==> config.mk <==
export PLATFORM = sky130hd
export DESIGN_NAME = program_loader
export DESIGN_NICKNAME = d
export VERILOG_FILES = /design/src/rtl/program_loader.sv
export SDC_FILE = /design/constraint.sdc
export NUM_CORES = 1
export LEC_CHECK = 0
export BUFFER_PORTS_ARGS = -buffer_cell sky130_fd_sc_hd__buf_2
export CORE_MARGIN = 8
export CORE_UTILIZATION = 30
export DETAILED_ROUTE_END_ITERATION = 12
export GPL_TIMING_DRIVEN = 0
export RECOVER_POWER = 50
export SYNTH_ARGS = -nofsm -noshare
export SYNTH_HDL_FRONTEND = slang
export SYNTH_SLANG_ARGS = --single-unit
==> constraint.sdc <==
create_clock -name clock -period 3.8 [get_ports clock]
set_input_delay 0.38 -clock clock [delete_from_list [all_inputs] [get_ports clock]]
set_output_delay 0.38 -clock clock [all_outputs]
set_load 0.02 [all_outputs]
==> src/rtl/program_loader.sv <==
// Boot loader: framed byte stream (A5, LEN16, N LE words[, xor checksum]) -> instruction-memory writes; holds CPU until done.
// Latency: imem_we rises the cycle after a word's 4th byte; done follows the last write by >= 1 cycle.
// Backpressure: in_ready drops during WRITE, DONE, ERROR and while start/reset is high. Checksum via PROGRAM_LOADER_CHECKSUM_EN.
module program_loader #(
  parameter int MAX_WORDS = 256
) (
  input  logic        clock,
  input  logic        reset,
  input  logic        start,
  input  logic [7:0]  in_data,
  input  logic        in_valid,
  output logic        in_ready,
  output logic        imem_we,
  output logic [31:0] imem_address,
  output logic [31:0] imem_data,
  output logic        cpu_hold,
  output logic        done,
  output logic        error
);
  localparam int IW = $clog2(MAX_WORDS + 1);

`ifdef PROGRAM_LOADER_CHECKSUM_EN
  typedef enum logic [2:0] {IDLE, LEN0, LEN1, DATA, WRITE, CHECK, DONE, ERROR} state_t;
  localparam state_t TAIL = CHECK;
`else
  typedef enum logic [2:0] {IDLE, LEN0, LEN1, DATA, WRITE, DONE, ERROR} state_t;
  localparam state_t TAIL = DONE;
`endif

  state_t        state, state_nxt;
  logic [7:0]    len_lo, len_lo_nxt;
  logic [IW-1:0] len_q, len_nxt;
  logic [IW-1:0] word_index, word_index_nxt;
  logic [1:0]    byte_cnt, byte_cnt_nxt;
  logic [23:0]   word_buf, word_buf_nxt;
  logic          we_nxt;
  logic [31:0]   addr_nxt, data_nxt;
  logic          accept;
  logic [15:0]   len_in;
`ifdef PROGRAM_LOADER_CHECKSUM_EN
  logic [7:0]    csum, csum_nxt;
`endif

  always_comb begin
    in_ready = 1'b0;
    if (!reset && !start) begin
      case (state)
        IDLE, LEN0, LEN1, DATA: in_ready = 1'b1;
`ifdef PROGRAM_LOADER_CHECKSUM_EN
        CHECK:                  in_ready = 1'b1;
`endif
        default:                in_ready = 1'b0;
      endcase
    end
  end

  assign accept = in_valid && in_ready;
  assign len_in = {in_data, len_lo};

  always_comb begin
    state_nxt      = state;
    len_lo_nxt     = len_lo;
    len_nxt        = len_q;
    word_index_nxt = word_index;
    byte_cnt_nxt   = byte_cnt;
    word_buf_nxt   = word_buf;
    we_nxt         = 1'b0;
    addr_nxt       = imem_address;
    data_nxt       = imem_data;
`ifdef PROGRAM_LOADER_CHECKSUM_EN
    csum_nxt       = csum;
`endif
    if (start) begin
      state_nxt      = IDLE;
      word_index_nxt = '0;
      byte_cnt_nxt   = '0;
`ifdef PROGRAM_LOADER_CHECKSUM_EN
      csum_nxt       = '0;
`endif
    end else begin
      case (state)
        IDLE: if (accept && in_data == 8'hA5) state_nxt = LEN0;
        LEN0: if (accept) begin
          len_lo_nxt = in_data;
          state_nxt  = LEN1;
        end
        LEN1: if (accept) begin
          len_nxt        = IW'(len_in);
          word_index_nxt = '0;
          byte_cnt_nxt   = '0;
`ifdef PROGRAM_LOADER_CHECKSUM_EN
          csum_nxt       = '0;
`endif
          if (32'(len_in) > MAX_WORDS) state_nxt = ERROR;
          else if (len_in == 16'd0)    state_nxt = TAIL;
          else                         state_nxt = DATA;
        end
        DATA: if (accept) begin
          // Bytes shift in from the top, so after three bytes word_buf = {b2, b1, b0}.
          word_buf_nxt = {in_data, word_buf[23:8]};
          byte_cnt_nxt = byte_cnt + 2'd1;
`ifdef PROGRAM_LOADER_CHECKSUM_EN
          csum_nxt     = csum ^ in_data;
`endif
          if (byte_cnt == 2'd3) begin
            state_nxt = WRITE;
            we_nxt    = 1'b1;
            addr_nxt  = {{(30-IW){1'b0}}, word_index, 2'b00};
            data_nxt  = {in_data, word_buf};
          end
        end
        WRITE: begin
          word_index_nxt = word_index + IW'(1);
          state_nxt      = (word_index + IW'(1) == len_q) ? TAIL : DATA;
        end
`ifdef PROGRAM_LOADER_CHECKSUM_EN
        CHECK: if (accept) state_nxt = (in_data == csum) ? DONE : ERROR;
`endif
        DONE, ERROR: state_nxt = state;
        default:     state_nxt = IDLE;
      endcase
    end
  end

  always_ff @(posedge clock or posedge reset) begin
    if (reset) begin
      state        <= IDLE;
      len_lo       <= '0;
      len_q        <= '0;
      word_index   <= '0;
      byte_cnt     <= '0;
      word_buf     <= '0;
      imem_we      <= 1'b0;
      imem_address <= '0;
      imem_data    <= '0;
      cpu_hold     <= 1'b1;
      done         <= 1'b0;
      error        <= 1'b0;
`ifdef PROGRAM_LOADER_CHECKSUM_EN
      csum         <= '0;
`endif
    end else begin
      state        <= state_nxt;
      len_lo       <= len_lo_nxt;
      len_q        <= len_nxt;
      word_index   <= word_index_nxt;
      byte_cnt     <= byte_cnt_nxt;
      word_buf     <= word_buf_nxt;
      imem_we      <= we_nxt;
      imem_address <= addr_nxt;
      imem_data    <= data_nxt;
      // Flags are registered from the next state so they line up with it.
      cpu_hold     <= (state_nxt != DONE);
      done         <= (state_nxt == DONE);
      error        <= (state_nxt == ERROR);
`ifdef PROGRAM_LOADER_CHECKSUM_EN
      csum         <= csum_nxt;
`endif
    end
  end
endmodule
==> out/results.ini <==
[outcome]
outcome = finished with violations
violations = capacitance limit, slew limit

[global_route]
grt_first_pass_wirelength_mm = 18.3
grt.total_usage_pct = 11.6
antenna_found_initial = 0
grt_pass1_vias = 3471
gr-total-overflow = 0
grt_max_degree = 56

[synth]
synth_area_leaders = dfrtp_1 (55%), nand2_1 (11%), mux2_2 (10%)
async_flop_share_pct = 100
synth_area_mm2 = 0.00453
synth_cell_types = 49
synth_ff_type = dfrtp_1
yosysTopAreaCell = dfrtp_1
syn_inst = 439
ys_seq_elements = 100
synth-edff-count = 0
ys_seq_area_share_pct = 55.3
ys.warnings.count = 0
syn_area_per_cell_um2 = 10.3
synth_top_area_share_pct = 54.7

[power_and_ir_drop]
powerDensity_mw_per_mm2 = 390
p_switching_w = 0.000478
power.share.switching_pct = 22.6
pwr-share-seq_pct = 50.6
ir_drop_uv = 217
leakage_nw = 2.83
combPwrFrac_pct = 4.6
p_int_w = 0.00164
clkPwrFrac_pct = 44.8

[worst_setup_path]
cp-end-kind = async pin
rrSetupSlack_ns = 1.30
worstSetupPathType = in -> async
r2r-end = done$_DFF_PP0_
worst_setup_path_start_kind = input port
r2r.worst_path.cells = 7
crit_arrival_ns = 2.86
critPathMaxFanout = 55
timing.rr.start = word_index[0]$_DFFE_PP0P_
critPathRequiredTime_ns = 4.02

[route]
postRouteAntennaNets = 0
wl_mm = 10.7
via_per_inst = 4.59
first_iter_violations = 237
dr.pass1.iters = 5
wl_met1_mm = 4.89
drc_errors = 0
dr_wl_met3_um = 582
wl_per_cell_um = 14.8
maxUsedRoutingLayer = met4
wl_met2_mm = 5.11
vias = 3318

[layout]
diodes = 0
final_nets = 544
final_cell_mix = nand2_1 (136), dfrtp_1 (99), mux2_2 (42)
layout_commonest_cell = nand2_1
regArea_mm2 = 0.00250
multiInputGateArea_mm2 = 0.00182
fin_util_pct = 36.2
fillers = 1541
areaGrowthSynthToFinish_pct = 19.8
layout-drive-gt1-share_pct = 24.9

[floorplan]
die_x_um = 139
initial_utilization_pct = 30.3
fp.dieH_um = 139
coreArea_mm2 = 0.0150
io_pins = 81
die_area_mm2 = 0.0193
fp-row-count = 45

[hold_path]
hold_path_class = in -> reg
hold_depth = 3
hold_end = imem_data[30]$_DFFE_PP0P_
hold_start = in_data[6]

[sta]
post-route-period-util_pct = 69.5
fin_hold_ws_ns = 0.305
period_needed_ns = 2.64
finalSetupViolations = 0
finClkSkew_ns = 0.00952
rsz0062_at_grt = false
slew-limit-headroom_pct = -30.9
final-hold-violation-count = 0
maxSlewViolCount = 47
timing.setup.tns_ns = 0
worst_slew_pin_slew_ns = 1.95
fmax_mhz = 379
setup_ws_ns = 1.16

[placed_design]
hpwlAfterDp_mm = 7.94
routabilityCongestion = 0.781
dp_slack_ns = 1.09
port_buffers = 57

[clock_network]
clockRootBuffer = clkbuf_16
cts_buffer_depth = 2
hold_buffers = 0
cts_tree = built
clock_latency_ns = 0.34
cts_resized = 0
clk_pin_slew_worst_paths_ns = 0.06
cts_sinks = 100
post_cts_buffers = 0
htreeDepth = 3
cts-buffers-inserted = 9

[run]
maxCapViolations = 1

==> cell type report <==
cell class                      count  area share, %
Buffer                             43           4.98
Clock buffer                       10           4.40
Clock inverter                      6           1.43
Inverter                            4          0.300
Multi-Input combinational cell    314           33.6
Sequential cell                   100           46.1
Tap cell                          188           4.33
Timing Repair Buffer               58           4.80
==> power by group through the flow <==
stage               registers (W)  clock network (W)  logic (W)
global route              0.00107            0.00102   0.000109
detailed placement        0.00109                  0   0.000101
finish                    0.00107           0.000949  0.0000968
global placement          0.00109                  0  0.0000952
floorplan                 0.00109                  0  0.0000728
CTS                       0.00107           0.000979   0.000101
==> state kept, by name (all words and copies together), names as in the netlist <==
signal	count
imem_address	9
cpu_hold	1
len_lo	8
word_index	9
imem_data	32
byte_cnt	2
imem_we	1
error	1
word_buf	24
state	3
done	1
len_q	9
==> worst max-delay path, stage by stage <==
cell	delay, ns
clkbuf_1	0.13
clkinvlp_2	1.14
clkbuf_2	1.18
==> worst max-delay path by stage <==
stage / startpoint / endpoint / slack (ns) / cells past startpoint
after floorplan: reset / byte_cnt[0]$_DFFE_PP0P_ / 0.80 / 1
after global placement: reset / imem_data[3]$_DFFE_PP0P_ / -0.35 / 2
after detailed placement: start / imem_data[6]$_DFFE_PP0P_ / 1.09 / 8
after CTS: state[2]$_DFF_PP0_ / imem_data[6]$_DFFE_PP0P_ / 1.30 / 7
after global routing: reset / imem_data[16]$_DFFE_PP0P_ / 0.60 / 3
final: reset / word_index[7]$_DFFE_PP0P_ / 1.16 / 3
==> metrics by stage <==
| step | cells | instance area, um^2 | total power (W) |
|---|---|---|---|
| floorplan | 461 | 4610 | 0.00116 |
| global placement | 706 | 5130 | 0.00119 |
| detailed placement | 707 | 5160 | 0.00119 |
| CTS | 723 | 5480 | 0.00215 |
| global route | 723 | 5430 | 0.00220 |
| finish | 723 | 5430 | 0.00212 |
==> cells by family after synthesis <==
family          share of synthesized area, %
simple gates                            18.6
flops                                   55.3
buf+inv                                 6.30
compound gates                          6.63
mux                                     10.4
xor+xnor                                2.13
fa+ha+maj                              0.552
other cells                           0.0828
==> per-layer routing <==
metal / global-route usage, % / vias up
met3: 2.99 / 8
met2: 18.9 / 94
met4: 3.24 / 0
li1: - / 1614
met1: 15.0 / 1602
met5: 0 / -
==> synthesized netlist by cell type, types with 2 or more instances <==
cell      count
clkbuf_1     13
xor2_1        6
a21oi_1       5
mux2_2       42
inv_1         3
ha_1          2
buf_6         2
nor2b_1       2
o21ai_0      14
nand2b_1      2
nand2_1     136
a31o_2        2
nand4_1       4
xnor2_1       5
buf_4        24
nand3b_1      4
buf_2         3
or4_4         2
or3_1         5
nor2_1       21
dfrtp_1      99
nand3_1       9
o211ai_1      3
nor4_1        2
o21ai_2       2
nor3_1        2
o41ai_1       3
No activity file was read; power rests on OpenSTA's default activity.
